$ cat src/rtl/qnigma_icmp_echo_ctl.sv
// qnigma_icmp_echo_ctl
// Control path for ICMP echo replies. It counts payload bytes, builds the reply
// checksum from the external payload accumulator plus identifier and sequence,
// then hands the reply to the transmitter and waits for it to drain the FIFO.
// Requests that are malformed, overflow, or arrive while busy are counted in a
// saturating drop counter.
// Optional feature: define QNIGMA_ICMP_ECHO_TMO_EN to abort a reply that stays
// in WAIT_ACK or SEND for TMO_CYC cycles.
module qnigma_icmp_echo_ctl #(
  parameter int MAX_LEN = 1472,
  parameter int TMO_CYC = 1000000
) (
  input  logic        clk,
  input  logic        rst,
  input  logic        rx_sof,
  input  logic [15:0] rx_id,
  input  logic [15:0] rx_seq,
  input  logic        vin,
  input  logic        ful,
  input  logic        rx_eof,
  input  logic        rx_err,
  input  logic [31:0] cks_in,
  output logic        cks_rst,
  output logic        fifo_clr,
  output logic        tx_req,
  input  logic        tx_ack,
  input  logic        tx_done,
  output logic [15:0] tx_len,
  output logic [15:0] tx_id,
  output logic [15:0] tx_seq,
  output logic [15:0] tx_cks,
  output logic        busy,
  output logic [7:0]  drop_cnt
);

  localparam logic [2:0] IDLE     = 3'd0;
  localparam logic [2:0] RECV     = 3'd1;
  localparam logic [2:0] SUM      = 3'd2;
  localparam logic [2:0] FOLD1    = 3'd3;
  localparam logic [2:0] FOLD2    = 3'd4;
  localparam logic [2:0] WAIT_ACK = 3'd5;
  localparam logic [2:0] SEND     = 3'd6;

  localparam int LW = $clog2(MAX_LEN + 1);
  localparam logic [LW-1:0] LEN_MAX = LW'(MAX_LEN);

  logic [2:0]    state;
  logic [2:0]    state_nx;
  logic [LW-1:0] byte_cnt;
  logic [15:0]   id_q;
  logic [15:0]   seq_q;
  logic [31:0]   s;
  logic [15:0]   fold2;
  logic          recv_drop;
  logic          tx_fin;
  logic          tmo_abort;
  logic          sof_ign;
  logic          tmo_hit;
  logic [1:0]    drop_inc;
  logic [8:0]    drop_sum;

  // The second fold can never carry out, so 16 bits hold the final sum.
  assign fold2 = s[15:0] + {15'd0, s[16]};

  // Every event that costs a request adds to the counter; the sum saturates.
  assign drop_inc = {1'b0, recv_drop | tmo_abort} + {1'b0, sof_ign};
  assign drop_sum = {1'b0, drop_cnt} + {7'd0, drop_inc};

`ifdef QNIGMA_ICMP_ECHO_TMO_EN
  localparam int TW = (TMO_CYC > 1) ? $clog2(TMO_CYC) : 1;
  localparam logic [TW-1:0] TMO_LAST = TW'(TMO_CYC - 1);

  logic [TW-1:0] tmo_cnt;

  assign tmo_hit = (tmo_cnt == TMO_LAST);

  // Cycle counter for the reply handshake; it restarts on every state entry.
  always_ff @(posedge clk) begin
    if (rst) begin
      tmo_cnt <= '0;
    end else if ((state_nx != state) || !((state == WAIT_ACK) || (state == SEND))) begin
      tmo_cnt <= '0;
    end else begin
      tmo_cnt <= tmo_cnt + 1'b1;
    end
  end
`else
  logic unused_tmo;

  assign tmo_hit    = 1'b0;
  assign unused_tmo = (TMO_CYC == 0);
`endif

  // Next-state decision plus the single-cycle events that drive the outputs.
  always_comb begin
    state_nx  = state;
    recv_drop = 1'b0;
    tx_fin    = 1'b0;
    tmo_abort = 1'b0;
    sof_ign   = rx_sof && (state != IDLE);
    case (state)
      IDLE: begin
        if (rx_sof) state_nx = RECV;
      end
      RECV: begin
        if (rx_err || (vin && (ful || (byte_cnt == LEN_MAX)))) begin
          recv_drop = 1'b1;
          state_nx  = IDLE;
        end else if (rx_eof) begin
          state_nx = SUM;
        end
      end
      SUM:   state_nx = FOLD1;
      FOLD1: state_nx = FOLD2;
      FOLD2: state_nx = WAIT_ACK;
      WAIT_ACK: begin
        if (tx_ack) begin
          state_nx = SEND;
        end else if (tmo_hit) begin
          tmo_abort = 1'b1;
          state_nx  = IDLE;
        end
      end
      SEND: begin
        if (tx_done) begin
          tx_fin   = 1'b1;
          state_nx = IDLE;
        end else if (tmo_hit) begin
          tmo_abort = 1'b1;
          state_nx  = IDLE;
        end
      end
      default: state_nx = IDLE;
    endcase
  end

  // State register and registered control outputs derived from the next state.
  always_ff @(posedge clk) begin
    if (rst) begin
      state    <= IDLE;
      busy     <= 1'b0;
      cks_rst  <= 1'b1;
      fifo_clr <= 1'b1;
      tx_req   <= 1'b0;
      drop_cnt <= 8'd0;
    end else begin
      state    <= state_nx;
      busy     <= (state_nx != IDLE);
      cks_rst  <= (state_nx == IDLE);
      fifo_clr <= recv_drop | tx_fin | tmo_abort;
      tx_req   <= (state_nx == WAIT_ACK);
      drop_cnt <= drop_sum[8] ? 8'hFF : drop_sum[7:0];
    end
  end

  // Datapath: request header capture, byte count, checksum fold and reply fields.
  always_ff @(posedge clk) begin
    if (rst) begin
      id_q     <= 16'd0;
      seq_q    <= 16'd0;
      byte_cnt <= '0;
      s        <= 32'd0;
      tx_len   <= 16'd0;
      tx_id    <= 16'd0;
      tx_seq   <= 16'd0;
      tx_cks   <= 16'd0;
    end else begin
      case (state)
        IDLE: begin
          if (rx_sof) begin
            id_q     <= rx_id;
            seq_q    <= rx_seq;
            byte_cnt <= '0;
          end
        end
        RECV: begin
          if (vin && !ful && (byte_cnt != LEN_MAX)) byte_cnt <= byte_cnt + 1'b1;
        end
        SUM: begin
          s <= cks_in + {16'd0, id_q} + {16'd0, seq_q};
        end
        FOLD1: begin
          s <= {16'd0, s[15:0]} + {16'd0, s[31:16]};
        end
        FOLD2: begin
          s      <= {16'd0, fold2};
          tx_cks <= ~fold2;
          tx_len <= 16'(byte_cnt);
          tx_id  <= id_q;
          tx_seq <= seq_q;
        end
        default: ;
      endcase
    end
  end

endmodule

$ cat config.mk
export PLATFORM = sky130hd
export DESIGN_NAME = qnigma_icmp_echo_ctl
export DESIGN_NICKNAME = d
export VERILOG_FILES = /design/src/rtl/qnigma_icmp_echo_ctl.sv
export SDC_FILE = /design/constraint.sdc
export NUM_CORES = 1
export LEC_CHECK = 0
export BUFFER_PORTS_ARGS = -buffer_cell sky130_fd_sc_hd__buf_4
export CORE_MARGIN = 2
export CORE_UTILIZATION = 40
export CTS_BUF_LIST = sky130_fd_sc_hd__clkbuf_4
export CTS_CLUSTER_SIZE = 24
export DETAILED_ROUTE_END_ITERATION = 10
export PLACE_DENSITY = 0.64
export SYNTH_ARGS = -nofsm -noshare
export SYNTH_HDL_FRONTEND = slang
export SYNTH_SLANG_ARGS = --single-unit
$ cat constraint.sdc
create_clock -name clk -period 4.55 [get_ports clk]
set_input_delay 0.91 -clock clk [delete_from_list [all_inputs] [get_ports clk]]
set_output_delay 0.91 -clock clk [all_outputs]
set_load 0.03 [all_outputs]
==> results of run 1 <==
Yosys cell counts (7+ instances only):
| master | count | area, um^2 |
|---|---|---|
| a211oi_1 | 10 | 75.1 |
| a21o_1 | 11 | 82.6 |
| a21oi_1 | 133 | 666 |
| a31oi_1 | 10 | 62.6 |
| and3_1 | 11 | 68.8 |
| buf_1 | 7 | 26.3 |
| clkbuf_1 | 40 | 150 |
| dfxtp_1 | 149 | 2980 |
| fa_1 | 19 | 380 |
| ha_1 | 35 | 438 |
| inv_1 | 26 | 97.6 |
| mux2i_1 | 10 | 100 |
| nand2_1 | 224 | 841 |
| nand3_1 | 18 | 90.1 |
| nand4_1 | 11 | 68.8 |
| nor2_1 | 74 | 278 |
| nor2b_1 | 8 | 50.1 |
| nor3_1 | 22 | 110 |
| o211ai_1 | 7 | 52.6 |
| o21a_1 | 7 | 52.6 |
| o21ai_0 | 32 | 160 |
| or3_1 | 7 | 43.8 |
| xnor2_1 | 18 | 158 |
| xor2_1 | 26 | 228 |
stage by stage:
stage          util, %  power [mW]  hold WS, ns  worst slack [ns]
6_report          48.5        2.82        0.463             0.960
5_1_grt           48.5        2.95        0.477             0.826
4_1_cts           48.5        2.84        0.466             0.988
3_5_place_dp      47.0        1.92        0.447             0.367
3_3_place_gp      47.0        1.92        0.440             0.406
2_1_floorplan        -        1.74        0.429             0.762
kinds of logic (layout without fill, tap and decap cells):
kind of cell,Yosys count,in the layout,share of synthesized area (%)
muxes,11,11,1.36
and+or+nand+nor,413,413,22.4
buffers and inverters,83,212,4.07
xor gates and xnor gates,44,44,4.70
AOI/OAI and AO/OA,272,272,21.1
other,1,6,0.0457
adders and majority gates,54,54,9.98
DFF,149,149,36.4
worst max-delay path by stage:
| stage | startpoint | endpoint | slack (ns) | depth (start not counted) |
|---|---|---|---|---|
| final | cks_in[1] | s[23]$_SDFFE_PP0P_ | 0.96 | 12 |
| after global routing | cks_in[1] | s[23]$_SDFFE_PP0P_ | 0.83 | 12 |
| after CTS | cks_in[1] | s[23]$_SDFFE_PP0P_ | 0.99 | 12 |
| after detailed placement | cks_in[1] | s[23]$_SDFFE_PP0P_ | 0.37 | 12 |
| after global placement | cks_in[1] | s[23]$_SDFFE_PP0P_ | 0.41 | 12 |
| after floorplan | cks_in[1] | s[23]$_SDFFE_PP0P_ | 0.76 | 11 |
flip-flops by register name (all words and copies together) (netlist names), 3 cells and up:
register,count
tx_len,11
drop_cnt,8
state,3
tx_cks,16
id_q,16
s,32
byte_cnt,11
tx_seq,16
seq_q,16
tx_id,16
routing by layer:
| layer | vias up | global-route usage (%) |
|---|---|---|
| met2 | 224 | 33.8 |
| met5 | - | 0 |
| met1 | 3607 | 30.6 |
| met4 | 0 | 4.90 |
| li1 | 3820 | - |
| met3 | 28 | 3.91 |
report_power, final:
group / switching [mW] / leakage (nW) / internal, mW
Clock: 0.529 / 0.168 / 0.394
Combinational: 0.306 / 2.68 / 0.209
Sequential: 0.0405 / 1.21 / 1.34
Total: 0.875 / 4.06 / 1.94
worst min-delay path: cells and delay by family, from the launching register on:
family           cells  cell delay, ns
AND/OR/NAND/NOR      1            0.05
AO/OA/AOI/OAI        1            0.05
flip-flops           1            0.34
final cells by class:
class / count / area share (%)
Tap cell: 270 / 3.45
Multi-Input combinational cell: 799 / 50.1
Sequential cell: 149 / 30.5
Clock buffer: 18 / 1.38
Timing Repair Buffer: 152 / 11.7
Clock inverter: 14 / 1.79
Inverter: 28 / 1.07
Antenna cell: 1 / 0.0256
==> results.cfg, run 1 <==
[die]
dieWidth_um = 147
core-area_mm2 = 0.0202
dieArea_mm2 = 0.0217
row_count = 52
die_y_um = 147
start_util_pct = 40.7
io_pins = 149

[global_route]
overflow = 0
grt_pass1_wl_mm = 36.9
grt_max_degree = 68
grtUsageTotal_pct = 21.4
grt_pass1_vias = 7049
antenna_found_initial = 1

[synthesis]
synth_cell_types = 75
yosysSeqAreaShare_pct = 36.4
async_flop_share_pct = 0
synth.cell_area_mm2 = 0.00820
syn_avg_cell_area_um2 = 7.98
ys.flop_type = dfxtp_1
synth_edf_count = 0
ys_warn_count = 0
syn_inst = 1027
ys_ff_latch = 149

[clock_tree]
hold_buffers = 0
cts_tree = yes
cts.reportedPaths.clkPinSlew_ns = 0.14
cts_setup_buffers = 0
clk_latency_ns = 0.58
htreeDepth = 4
clock_path_buffers = 2
clock_sinks = 149
root_buffer = clkbuf_4
cts_resized = 0
cts_buffers = 17

[finish]
n_fill_cell = 2042
layout_commonest_cell = nand2_1
fin_cells = 1431
nets = 1274
stdcell_area_mm2 = 0.00979
seq_area_mm2 = 0.00298
multiInputGateArea_mm2 = 0.00491
layout_common_cells = nand2_1 (223), buf_4 (152), dfxtp_1 (149)
syn2layout_area_growth_pct = 19.3
drive_gt1_share_pct = 17.2

[setup_path]
crit_path_top_delay_cell = fa_1
worstPathRequired_ns = 5.03
crit_family = compound AO/OA/AOI/OAI gates
arrival_ns = 4.07
r2r_end = s[23]$_SDFFE_PP0P_
reg2reg_slack_ns = 1.02
crit_path_max_incr_delay_ns = 0.53
reg2reg_from = id_q[0]$_SDFFE_PP0P_
crit_buf_inv = 2
path_class = in -> reg
r2r_cells = 13
path_cells = buf_4, fa_1, ha_1, inv_1, fa_1, nand2b_1, a211oi_2, o22ai_2, o31ai_4, a41oi_2, o311a_1, a221o_1
cp-end-kind = register
cpMostUsedCell = fa_1
crit_fanout = 8
cp-start-kind = input port

[detailed_routing]
dr_wl_met3_mm = 1.25
drt_iter0_drc = 453
post-route-drc-count = 0
wire_per_inst_um = 16.4
postRouteAntennaNets = 0
drtPass1Iterations = 5
wl_met1_mm = 11.1
wl_met2_mm = 10.8
wl_mm = 23.5
top_layer_used = met4
vias_per_cell = 5.37
vias = 7679

[worst_hold_path]
hold_path_end = s[24]$_SDFFE_PP0P_
hold_start = s[24]$_SDFFE_PP0P_
min_path_cells = 2
min_path_type = reg -> reg

[sta]
fin_setup_tns_ns = 0
slew_viol_final = 0
rsz0062_at_grt = false
hold_viol_final = 0
period_share_pct = 78.9
fin_crit_ns = 3.59
fmax_ghz = 0.279
slew_headroom_pct = 45.8
fin_skew_ns = 0.0237
worst_pin_slew_ns = 0.812
finalSetupViolations = 0

[job]
cap_violations = 0

[pwr]
p_per_area_mw_per_mm2 = 288
vdd_drop_max_mv = 0.140
p_leak_nw = 4.06

[place]
io_buffers = 143
dp_hpwl_mm = 17.4
placed_cell_area_mm2 = 0.00947
dp.cells = 1398
gp_congestion = 0.870

[run_status]
status = finished clean
(Power assumes the default switching activity.)
==> run 2: changes to the inputs <==
Settings changed: ABC_AREA set to 1, PLACE_DENSITY 0.64 to 0.65.
Clock period 4.55 ns to 3.1 ns, I/O delays scaled along.
==> results.cfg, run 2 <==
[synthesis]
synth.cell_area_mm2 = 0.00897
synthTopCellsByArea = dfxtp_1 (33%), nand2_1 (14%), a21oi_1 (7.1%)
synth_common_cells = nand2_1 (335), inv_1 (165), dfxtp_1 (149), nor2_1 (136), a21oi_1 (127)
synth_cell_types = 42
synth_edf_count = 0
syn_avg_cell_area_um2 = 6.68
synth_top_area_share_pct = 33.3
synth_most_common_cell = nand2_1
ys_ff_latch = 149
ys_warn_count = 0
syn_inst = 1343
synth_top_area_cell = dfxtp_1
async_flop_share_pct = 0
yosysSeqAreaShare_pct = 33.3
ys.flop_type = dfxtp_1

[detailed_routing]
drtPass1Iterations = 5
post-route-drc-count = 0
wire_per_inst_um = 15.2
vias_per_cell = 5.07
vias = 8950
wl_mm = 26.9
drt_iter0_drc = 572
postRouteAntennaNets = 0

[die]
io_pins = 149
dieWidth_um = 154
die_y_um = 154
start_util_pct = 41.0
core-area_mm2 = 0.0219
dieArea_mm2 = 0.0236
row_count = 54

[place]
dp_hpwl_mm = 20.8
placed_cell_area_mm2 = 0.0103
gp_congestion = 0.916
io_buffers = 143

[setup_path]
arrival_ns = 3.24
r2r_end = drop_cnt[5]$_SDFF_PP0_
reg2reg_from = byte_cnt[0]$_SDFFE_PP0P_
r2r_cells = 16
cp-start-kind = register
cp-end-kind = register
worstPathRequired_ns = 3.61
path_class = reg -> reg
reg2reg_slack_ns = 0.37
crit_fanout = 6

[clock_tree]
cts_tree = yes
clock_sinks = 149
cts_setup_buffers = 0
clock_path_buffers = 2
cts.reportedPaths.clkPinSlew_ns = 0.13
htreeDepth = 4
cts_resized = 0
clk_latency_ns = 0.56
cts_buffers = 17
root_buffer = clkbuf_4
hold_buffers = 0

[global_route]
antenna_found_initial = 1
grt_pass1_wl_mm = 43.1
overflow = 0
grt_pass1_vias = 8319
grtUsageTotal_pct = 22.7
grt_max_degree = 78

[pwr]
p_total_mw = 4.24
vdd_drop_max_mv = 0.247
p_leak_nw = 5.15
combPwrFrac_pct = 23.7
intPower_mw = 2.82
switching_share_pct = 33.5
pwr-share-clk_pct = 27.9
p_sw_mw = 1.42
pwr-share-seq_pct = 48.4
p_per_area_mw_per_mm2 = 403

[worst_hold_path]
hold_start = rx_seq[5]
min_path_type = in -> reg
min_path_cells = 3
hold_path_end = seq_q[5]$_SDFFE_PP0P_

[finish]
drive_gt1_share_pct = 14.3
stdcell_area_mm2 = 0.0105
syn2layout_area_growth_pct = 17.4
layout_commonest_cell = nand2_1
layout_common_cells = nand2_1 (335), inv_1 (164), buf_4 (157)
regMostFlops = s
largest_reg_flops = 32
nets = 1601

[sta]
period_share_pct = 88.2
hold_viol_final = 0
fin_crit_ns = 2.73
finalSetupViolations = 0
fmax_ghz = 0.366
slew_viol_final = 0
fin_skew_ns = 0.0327
slew_headroom_pct = 49.2
worst_pin_slew_ns = 0.761
rsz0062_at_grt = false
fin_setup_tns_ns = 0

[job]
cap_violations = 0

[run_status]
status = finished clean
-- run 2: changes by cell type after synthesis, sizes merged, moves of 17 or more --
cell    delta
inv      +146
nand2    +112
nand3     +96
nor2      +64
o21ai     +55
clkbuf    -17
xor2      -17
-- run 2: cell families after synthesis --
family                     count (synthesis)  synth area share [%]
buffers and inverters                    222                  10.1
DFF                                      149                  33.3
and+or+nand+nor                          656                  31.5
other                                      1                0.0418
AOI/OAI and AO/OA                        250                  14.9
adders and majority gates                 54                  9.12
xor gates and xnor gates                  11                  1.07
-- run 2: critical path, stage by stage (launching register included) --
cell	delay, ns
dfxtp_1	0.36
inv_1	0.12
ha_1	0.16
nand4_1	0.09
o21bai_1	0.21
nand2_1	0.11
nand2_1	0.08
nand2_1	0.09
fa_1	0.47
nor2_2	0.18
inv_1	0.08
nor2_2	0.14
and3_2	0.25
nand3_2	0.13
o21ai_0	0.11
nand2_1	0.06
inv_1	0.05
-- run 2: worst max path at each step --
stage / from / to / cells after the start / slack (ns)
2_1_floorplan: cks_in[1] / s[17]$_SDFFE_PP0P_ / 13 / 0.43
3_5_place_dp: cks_in[1] / s[17]$_SDFFE_PP0P_ / 14 / 0.06
3_3_place_gp: cks_in[1] / s[17]$_SDFFE_PP0P_ / 14 / 0.10
4_1_cts: byte_cnt[0]$_SDFFE_PP0P_ / drop_cnt[5]$_SDFF_PP0_ / 16 / 0.14
6_report: byte_cnt[0]$_SDFFE_PP0P_ / drop_cnt[5]$_SDFF_PP0_ / 16 / 0.37
5_1_grt: byte_cnt[0]$_SDFFE_PP0P_ / drop_cnt[5]$_SDFF_PP0_ / 16 / 0.03
-- run 2: metrics by stage --
stage	hold WS, ns	cells	util (%)	setup WS [ns]
global route	0.264	1766	48.1	0.0311
CTS	0.264	1765	48.0	0.144
floorplan	0.448	1347	-	0.433
global placement	0.463	1735	46.9	0.103
detailed placement	0.464	1735	46.9	0.0622
finish	0.297	1766	48.1	0.366
-- run 2: power groups by stage --
stage,combinational (mW),sequential [mW],clock (mW)
2_1_floorplan,0.636,2.10,0
3_5_place_dp,0.998,2.10,0
5_1_grt,1.14,2.06,1.29
4_1_cts,1.00,2.05,1.20
6_report,1.01,2.05,1.18
3_3_place_gp,0.988,2.10,0
-- run 2: area by class of cell --
class | instances | area (um^2)
Antenna cell | 1 | 2.50
Clock buffer | 19 | 143
Clock inverter | 11 | 110
Fill cell | 2284 | 11400
Inverter | 173 | 649
Multi-Input combinational cell | 976 | 5110
Sequential cell | 149 | 2980
Tap cell | 280 | 350
Timing Repair Buffer | 157 | 1180
-- run 2: layer usage --
| layer | vias to the layer above | global-route usage [%] | routed length [um] |
|---|---|---|---|
| li1 | 4626 | - | - |
| met1 | 4037 | 29.2 | 12200 |
| met2 | 252 | 38.5 | 12600 |
| met3 | 35 | 4.62 | 1530 |
| met4 | 0 | 6.60 | 563 |
| met5 | - | 0 | 0 |
==> run 3: changes to the inputs <==
Settings changed: CELL_PAD_IN_SITES_DETAIL_PLACEMENT set to 0, CELL_PAD_IN_SITES_GLOBAL_PLACEMENT set to 2, CORE_MARGIN 2 to 5, CORE_UTILIZATION 40 to 29, PLACE_DENSITY 0.65 to 0.83.
==> results.cfg, run 3 (same netlist as run 2, synthesis figures left out) <==
[global_route]
met2_usage_pct = 28.8
grt_max_degree = 64
overflow = 0
top_usage_layer = met2
met1_usage_pct = 23.8
grt_pass1_vias = 8595
grt_pass1_wl_mm = 47.5
met3_usage_pct = 3.38
grtUsageTotal_pct = 17.5
antenna_found_initial = 1

[setup_path]
crit_fanout = 6
path_cells = inv_1, ha_1, nand4_1, o21bai_1, nand2_1, nand2_1, nand2_1, fa_1, nor2_2, inv_1, nor2_2, and3_2, nand3_2, o21ai_0, nand2_1, inv_1
cp.depth = 16
r2r_cells = 16
cp-start-kind = register
crit_family = simple AND/OR/NAND/NOR gates
arrival_ns = 3.32
cpMostUsedCell = nand2_1
worstPathRequired_ns = 3.61
reg2reg_slack_ns = 0.30
cp-end-kind = register
path_class = reg -> reg
reg2reg_from = byte_cnt[0]$_SDFFE_PP0P_
r2r_end = drop_cnt[5]$_SDFF_PP0_
crit_path_top_delay_cell = fa_1
crit_start = byte_cnt[0]$_SDFFE_PP0P_
crit_path_max_incr_delay_ns = 0.46
crit_buf_inv = 3
setup.worst_path.end = drop_cnt[5]$_SDFF_PP0_

[clock_tree]
cts.reportedPaths.clkPinSlew_ns = 0.16
cts_tree = yes
root_buffer = clkbuf_4
htreeDepth = 4
cts_setup_buffers = 0
clk_latency_ns = 0.56
cts_buffers = 17
clock_path_buffers = 2
hold_buffers = 0
clock_sinks = 149

[pwr]
combPwrFrac_pct = 23.8
pwr-share-seq_pct = 47.3
p_leak_nw = 5.17
vdd_drop_max_mv = 0.184
switching_share_pct = 35.8
p_sw_mw = 1.56
pwr-share-clk_pct = 28.9
intPower_mw = 2.79
p_per_area_mw_per_mm2 = 406

[detailed_routing]
wire_per_inst_um = 16.0
vias = 8984
drtPass1Iterations = 5
post-route-drc-count = 0
vias_per_cell = 4.76
postRouteAntennaNets = 0
drt_iter0_drc = 505
wl_mm = 30.2

[die]
row_count = 64
dieArea_mm2 = 0.0345
dieWidth_um = 186
core-area_mm2 = 0.0306
io_pins = 149
start_util_pct = 29.3
die_y_um = 186

[sta]
period_share_pct = 90.4
rsz0062_at_grt = false
fmax_ghz = 0.357
fin_crit_ns = 2.80
worst_pin_slew_ns = 0.745
hold_viol_final = 0
setup_slack_ns = 0.296
fin_skew_ns = 0.0451
finalSetupViolations = 0
slew_viol_final = 0
slew_headroom_pct = 50.3
fin_setup_tns_ns = 0

[finish]
final_util_pct = 35.0
fin_cells = 1886
syn2layout_area_growth_pct = 19.5
largest_reg_flops = 32
drive_gt1_share_pct = 14.8
layout_common_cells = nand2_1 (335), inv_1 (164), buf_4 (159)
n_fill_cell = 3369
layout_commonest_cell = nand2_1
regMostFlops = s
nets = 1603

[place]
dp.cells = 1853
gp_congestion = 0.848
io_buffers = 143
dp_hpwl_mm = 23.7
dp_slack_ns = 0.0923

[worst_hold_path]
min_path_type = in -> reg

[run_status]
status = finished clean

[job]
cap_violations = 0
## run 3: cell types whose count changed in the layout (fill, tap and decap cells not counted), sizes merged
| cell | previous run | this run |
|---|---|---|
| buf | 157 | 159 |
| bufinv | 2 | 1 |
| clkbuf | 19 | 18 |
| clkinv | 7 | 4 |
| clkinvlp | 1 | 3 |
| inv | 174 | 179 |
## run 3: power groups by stage
stage	sequential [mW]	combinational [mW]	clock (mW)
after floorplan	2.10	0.636	0
after global placement	2.10	1.03	0
after detailed placement	2.10	1.04	0
after CTS	2.06	1.04	1.30
after global routing	2.07	1.18	1.38
final	2.06	1.03	1.26
## run 3: per-stage QoR
| step | cell area, um^2 | power, mW | hold slack, ns |
|---|---|---|---|
| 6_report | 10700 | 4.35 | 0.291 |
| 5_1_grt | 10700 | 4.63 | 0.220 |
| 4_1_cts | 10700 | 4.41 | 0.232 |
| 3_5_place_dp | 10400 | 3.14 | 0.464 |
| 3_3_place_gp | 10400 | 3.13 | 0.463 |
| 2_1_floorplan | 8980 | 2.74 | 0.448 |
## run 3: final cells by class
cell class,count,area [um^2],share of cell area [%]
well taps,396,495,4.62
clock buffers,18,135,1.26
flip-flops and latches,149,2980,27.8
clock inverters,14,141,1.32
repair buffers,159,1190,11.1
multi-input cells,976,5110,47.7
diodes,1,2.50,0.0234
inverters,173,649,6.06
## run 3: how the worst min path moves through the flow
stage | start | to | slack, ns | cells after the start
final | rx_seq[13] | seq_q[13]$_SDFFE_PP0P_ | 0.29 | 3
after CTS | rx_id[7] | id_q[7]$_SDFFE_PP0P_ | 0.23 | 3
after global placement | s[18]$_SDFFE_PP0P_ | s[18]$_SDFFE_PP0P_ | 0.46 | 2
after detailed placement | s[18]$_SDFFE_PP0P_ | s[18]$_SDFFE_PP0P_ | 0.46 | 2
after floorplan | s[21]$_SDFFE_PP0P_ | s[21]$_SDFFE_PP0P_ | 0.45 | 2
after global routing | rx_id[7] | id_q[7]$_SDFFE_PP0P_ | 0.22 | 3
## run 3: repair_timing
item / 4_1_cts / 5_1_grt
endpoints found under the setup margin: 0 / 7
hold endpoints to repair: 0 / 0
resized for setup: 0 / 5
## run 3: layer usage
metal,vias up,part of all wire [%]
met3,23,4.4
met1,4100,47
li1,4652,-
met2,209,47
met4,0,1.6
met5,-,0
## run 3: worst reg2reg max path, stage by stage (launching register included)
cell and delay [ns]:
dfxtp_1 0.37, inv_1 0.14, ha_1 0.17, nand4_1 0.09, o21bai_1 0.20, nand2_1 0.12
nand2_1 0.09, nand2_1 0.09, fa_1 0.46, nor2_2 0.19, inv_1 0.08, nor2_2 0.13
and3_2 0.24, nand3_2 0.14, o21ai_0 0.11, nand2_1 0.06, inv_1 0.06
